### src/rtl/guess_entry_writer.sv
`default_nettype none
// ============================================================================
//  Module   : guess_entry_writer
//  Purpose  : Writer side of the 8-slot letter display path. Captures player
//             letter entry into eight 5-bit slots, then grades a submitted
//             guess against a latched copy of the target word, one slot per
//             clock.
//  Ports    : clk, rst_n (sync, active-low)
//             letter_in/letter_valid, backspace, submit, clear : input strobes
//             target_word[39:0] : slot i = target_word[5i+4:5i]
//             alphabet_0..7     : slot contents
//             is_correct_0..7   : per-slot grade flags
//             mode (0 entry / 1 graded), cursor, full, busy,
//             all_correct, attempts (saturating graded-guess count)
//  Revision : 1.0 - initial release
// ============================================================================
module guess_entry_writer #(
    parameter int         SLOTS      = 8,
    parameter logic [4:0] BLANK_CODE = 5'd27,
    parameter logic [4:0] CHAR_MAX   = 5'd25
) (
    input  logic        clk,
    input  logic        rst_n,
    input  logic [4:0]  letter_in,
    input  logic        letter_valid,
    input  logic        backspace,
    input  logic        submit,
    input  logic        clear,
    input  logic [39:0] target_word,
    output logic [4:0]  alphabet_0,
    output logic [4:0]  alphabet_1,
    output logic [4:0]  alphabet_2,
    output logic [4:0]  alphabet_3,
    output logic [4:0]  alphabet_4,
    output logic [4:0]  alphabet_5,
    output logic [4:0]  alphabet_6,
    output logic [4:0]  alphabet_7,
    output logic        is_correct_0,
    output logic        is_correct_1,
    output logic        is_correct_2,
    output logic        is_correct_3,
    output logic        is_correct_4,
    output logic        is_correct_5,
    output logic        is_correct_6,
    output logic        is_correct_7,
    output logic        mode,
    output logic [3:0]  cursor,
    output logic        full,
    output logic        busy,
    output logic        all_correct,
    output logic [3:0]  attempts
);

    localparam logic [1:0] c_ST_EDIT  = 2'd0;
    localparam logic [1:0] c_ST_CHECK = 2'd1;
    localparam logic [1:0] c_ST_SHOW  = 2'd2;
    localparam logic [3:0] c_SLOTS4   = 4'(SLOTS);
    localparam logic [2:0] c_LAST_IDX = 3'(SLOTS - 1);

    logic [1:0]       r_state;
    logic [4:0]       r_slot   [0:SLOTS-1];
    logic [4:0]       r_shadow [0:SLOTS-1];
    logic [SLOTS-1:0] r_flag;
    logic [3:0]       r_cursor;
    logic [2:0]       r_idx;
    logic             r_mode;
    logic             r_busy;
    logic             r_all_correct;
    logic [3:0]       r_attempts;

    logic             w_full;
    logic [3:0]       w_cursor_m1;
    logic             w_match;

    assign w_full      = (r_cursor == c_SLOTS4);
    assign w_cursor_m1 = r_cursor - 4'd1;
    // Grading compares against the shadow copy so target_word may change
    // freely once the guess has been accepted.
    assign w_match     = (r_slot[r_idx] == r_shadow[r_idx]);

    always_ff @(posedge clk) begin
        if (!rst_n) begin
            r_state       <= c_ST_EDIT;
            for (int i = 0; i < SLOTS; i++) begin
                r_slot[i]   <= BLANK_CODE;
                r_shadow[i] <= 5'd0;
            end
            r_flag        <= '0;
            r_cursor      <= 4'd0;
            r_idx         <= 3'd0;
            r_mode        <= 1'b0;
            r_busy        <= 1'b0;
            r_all_correct <= 1'b0;
            r_attempts    <= 4'd0;
        end else begin
            case (r_state)
                c_ST_EDIT: begin
                    // Priority: clear > submit > backspace > letter_valid.
                    if (clear) begin
                        for (int i = 0; i < SLOTS; i++) r_slot[i] <= BLANK_CODE;
                        r_cursor      <= 4'd0;
                        r_flag        <= '0;
                        r_all_correct <= 1'b0;
                    end else if (submit) begin
                        if (w_full) begin
                            for (int i = 0; i < SLOTS; i++)
                                r_shadow[i] <= target_word[5*i +: 5];
                            r_flag        <= '0;
                            r_all_correct <= 1'b0;
                            r_busy        <= 1'b1;
                            r_idx         <= 3'd0;
                            r_state       <= c_ST_CHECK;
                        end
                    end else if (backspace) begin
                        if (r_cursor != 4'd0) begin
                            r_slot[w_cursor_m1[2:0]] <= BLANK_CODE;
                            r_cursor                 <= w_cursor_m1;
                        end
                    end else if (letter_valid) begin
                        if ((letter_in <= CHAR_MAX) && !w_full) begin
                            r_slot[r_cursor[2:0]] <= letter_in;
                            r_cursor              <= r_cursor + 4'd1;
                        end
                    end
                end

                c_ST_CHECK: begin
                    if (clear) begin
                        for (int i = 0; i < SLOTS; i++) r_slot[i] <= BLANK_CODE;
                        r_cursor      <= 4'd0;
                        r_flag        <= '0;
                        r_all_correct <= 1'b0;
                        r_busy        <= 1'b0;
                        r_mode        <= 1'b0;
                        r_state       <= c_ST_EDIT;
                    end else begin
                        r_flag[r_idx] <= w_match;
                        r_idx         <= r_idx + 3'd1;
                        if (r_idx == c_LAST_IDX) begin
                            // The last flag is still being written this edge,
                            // so fold w_match in directly.
                            r_all_correct <= w_match & (&r_flag[SLOTS-2:0]);
                            r_busy        <= 1'b0;
                            r_mode        <= 1'b1;
                            if (r_attempts != 4'd15)
                                r_attempts <= r_attempts + 4'd1;
                            r_state       <= c_ST_SHOW;
                        end
                    end
                end

                c_ST_SHOW: begin
                    if (clear) begin
                        for (int i = 0; i < SLOTS; i++) r_slot[i] <= BLANK_CODE;
                        r_cursor      <= 4'd0;
                        r_flag        <= '0;
                        r_all_correct <= 1'b0;
                        r_mode        <= 1'b0;
                        r_state       <= c_ST_EDIT;
                    end
                end

                default: r_state <= c_ST_EDIT;
            endcase
        end
    end

    assign alphabet_0   = r_slot[0];
    assign alphabet_1   = r_slot[1];
    assign alphabet_2   = r_slot[2];
    assign alphabet_3   = r_slot[3];
    assign alphabet_4   = r_slot[4];
    assign alphabet_5   = r_slot[5];
    assign alphabet_6   = r_slot[6];
    assign alphabet_7   = r_slot[7];
    assign is_correct_0 = r_flag[0];
    assign is_correct_1 = r_flag[1];
    assign is_correct_2 = r_flag[2];
    assign is_correct_3 = r_flag[3];
    assign is_correct_4 = r_flag[4];
    assign is_correct_5 = r_flag[5];
    assign is_correct_6 = r_flag[6];
    assign is_correct_7 = r_flag[7];
    assign mode         = r_mode;
    assign cursor       = r_cursor;
    assign full         = w_full;
    assign busy         = r_busy;
    assign all_correct  = r_all_correct;
    assign attempts     = r_attempts;

endmodule
`default_nettype wire

### config.mk
export PLATFORM = sky130hd
export DESIGN_NAME = guess_entry_writer
export DESIGN_NICKNAME = d
export VERILOG_FILES = /design/src/rtl/guess_entry_writer.sv
export SDC_FILE = /design/constraint.sdc
export NUM_CORES = 1
export LEC_CHECK = 0
export ABC_AREA = 0
export ABC_CLOCK_PERIOD_IN_PS = 2450
export CAP_MARGIN = 40
export CORE_MARGIN = 10
export CORE_UTILIZATION = 30
export DETAILED_ROUTE_END_ITERATION = 10
export GPL_TIMING_DRIVEN = 1
export PLACE_DENSITY = 0.59
export SLEW_MARGIN = 10
export SYNTH_ARGS = -nofsm -noshare
export SYNTH_HDL_FRONTEND = slang
export SYNTH_SLANG_ARGS = --single-unit
### constraint.sdc
create_clock -name clk -period 2.45 [get_ports clk]
set_input_delay 0.3675 -clock clk [delete_from_list [all_inputs] [get_ports clk]]
set_output_delay 0.3675 -clock clk [all_outputs]
set_load 0.05 [all_outputs]
==> metrics, run 1 <==
crit start category register; Final nets 670; CTS Sinks 107; via count 4202; fin cells 841; cell with the most instances after synthesis edfxtp_1; chip width 152 microns; n_diodes 0; DR vias/cell 5.00; combinational share of power 0.093; share of layout cells above drive strength 1 0.195; Root Buffer clkbuf_16; die height 152 microns; Initial Util 0.306; first-pass GRT wire length 24.7 mm; Slew headroom 0.616; Final Slew Violations 0; drt drc 0; crit path kind reg -> reg; number of buffers created by CTS 9; Final Worst Setup Slack 0.0637 ns; Reg clk slew, reported paths 0.08 ns; Tot GR Track Use 0.133; Cells after Synth 463; Reg power frac 0.511; leading area contributor after synthesis edfxtp_1; critical path, cell by cell inv_4 -> ha_4 -> nand3b_1 -> inv_4 -> or4_4 -> o22ai_4 -> nand2_2 -> or2_4 -> o32a_1; most frequent cells after synthesis 65 x edfxtp_1, 48 x nand2_1, 42 x dfxtp_1; worst skew pair latency 0.35 ns; area share of the largest cell type after synthesis 0.371; CP peak stage delay 0.61 ns; Post-synth EDFFs 65; post-route design area 7450 sq um; register bit total from synthesis 107; drt first-iter violations 272; grt ovf 0; Post-Place Setup Slack -0.301 ns; Area Growth Syn to Fin 41.5%; synthesized netlist net count 522; Post-DRT Antenna Nets 0; H-tree depth 3; CP Capture Type register; RSZ-0062 raised after global routing yes; Netlist cell types 56; # rows 48; FFs w/ async S/R, synth 0; vias in the first global route 4314; initial antenna violation count 0; Inst Count DP 824; outcome complete, no violations; peak fanout along the critical path 5; # IOs 111; dpl hpwl 12.2 mm; final setup vio count 0; peak supply drop 0.331 mV; sequential-to-total area share from yosys stat 0.530; Filler cells 1586; cell mode on critical path inv_4; Core ar. 17200 sq um; die area 23300 sq um; synth warn 0; Top FF cell, synth edfxtp_1; maximum clock path buffer count 2; clock power share 0.396; Switch Pwr 0.000889 W; Synth Cell Area 5270 sq um; P_int 0.00293 W; worst slew pin tran 0.574 ns; fin crit share 0.974; Max-Cap Viols 0; Pre-Repair DR Iteration Count 4; DR WL/cell 18.9 microns; leading post-synthesis cells by cell area edfxtp_1 37%, dfxtp_1 16%, mux4_2 6.8%; Fin. Hold Viols 0; sw frac 0.233; final wirelength 15.9 mm; pin count of the biggest net entering global routing 31; setup TNS 0 ns; TritonCTS clock tree yes; Mean Syn Cell Area 11.4 sq um; skew final 0.00999 ns; PortBufs 110; DP Area 7090 sq um; CP top delay family simple AND/OR/NAND/NOR gates; slowest cell on the critical path or4_4; minimum clock period 2.39 ns; CP Buf/Inv Count 2; Max Clk Rate 0.419 GHz; PD cells 512 nW/um^2; GP Congestion 0.851; type of the tightest min-delay check reg -> reg; Worst Path Required 2.69 ns; WP data arrival 2.62 ns; leakage dissipation 2.55 nW
[cells by family after synthesis]
kind of cell,synth area share
adder cells (fa/ha/maj),0.0190
buffers and inverters,0.0285
XOR/XNOR,0.0383
AO/OA/AOI/OAI,0.114
multiplexers,0.0851
flip-flops,0.530
AND/OR/NAND/NOR,0.185
[path summary, 6_finish.rpt]
path                                                 from                        end  slack [ns]  cells past startpoint
worst max-delay path               cursor[0]$_SDFFE_PN0P_  r_slot[5][0]$_SDFFE_PP1P_        0.06                      9
worst min-delay path            r_slot[6][2]$_SDFFE_PP0P_  r_slot[6][2]$_SDFFE_PP0P_        0.50                      2
worst max register to register     cursor[0]$_SDFFE_PN0P_  r_slot[5][0]$_SDFFE_PP1P_        0.06                      9
worst min register to register  r_slot[6][2]$_SDFFE_PP0P_  r_slot[6][2]$_SDFFE_PP0P_        0.50                      2
[sequential cells by signal (all words and copies together), names as in the netlist, named ones only]
register     count
all_correct      1
r_shadow        40
r_flag           8
r_slot          40
mode             1
r_state          2
busy             1
cursor           4
attempts         4
r_idx            3
[timing repair]
| action | in CTS | in global routing |
|---|---|---|
| hold buffers | 0 | 0 |
| gates resized for setup | 1 | 7 |
| pin swaps | 0 | 6 |
| buffers inserted | 0 | 1 |
| setup endpoints to repair | 4 | 42 |
[power groups by stage]
stage                     clock network (W)  logic, W  registers [W]
after floorplan                           0  0.000145        0.00201
after global placement                    0  0.000345        0.00199
after detailed placement                  0  0.000350        0.00199
after CTS                           0.00154  0.000353        0.00195
after global routing                0.00161  0.000383        0.00195
final                               0.00151  0.000356        0.00195
[through the flow]
stage               hold slack, ns   util  total power (W)
floorplan                    0.470      -          0.00216
global placement             0.482  0.411          0.00234
global route                 0.526  0.432          0.00395
finish                       0.498  0.432          0.00382
CTS                          0.505  0.430          0.00385
detailed placement           0.494  0.411          0.00234
[cell usage in the layout, fill, tap and decap left out, types with 9 or more instances in the layout]
cell	synthesis	layout
dfxtp_1	42	39
buf_4	0	50
o31ai_1	10	10
a21oi_1	11	9
nor3_1	10	9
nand2_1	48	46
clkbuf_16	0	9
xnor2_1	13	13
edfxtp_1	65	65
clkdlybuf4s50_1	0	109
and2_1	40	40
mux4_2	16	16
xor2_1	10	10
nor2_1	35	34
o211ai_1	12	12
[routing by layer]
metal / global-route usage / share of wire / wire length, microns / vias to the layer above
li1: - / - / - / 2014
met1: 0.164 / 0.44 / 6980 / 2050
met2: 0.226 / 0.50 / 7900 / 125
met3: 0.0381 / 0.054 / 860 / 13
met4: 0.0277 / 0.0091 / 144 / 0
met5: 0 / 0 / 0 / -
[final cells by class]
cell class                      count  area (sq um)  share of cell area
Timing Repair Buffer              164          1570               0.210
Sequential cell                   107          2800               0.376
Inverter                           11          48.8             0.00655
Clock buffer                        9           225              0.0302
Multi-Input combinational cell    318          2450               0.328
Clock inverter                      7          83.8              0.0112
Tap cell                          225           282              0.0378
[tightest hold or removal path: cells and delay by family (launching register included)]
family	cells	cell delay, ns
flip-flops	1	0.34
buffers and inverters	1	0.06
AO/OA/AOI/OAI	1	0.05
Note: power is estimated with default switching activity, not from simulation.
==> inputs of run 2 (changes only) <==
CTS_CLUSTER_DIAMETER = 80   (was default)
==> results of run 2 <==
Same layout as run 1: the final DEF is identical, and so are final timing and power.
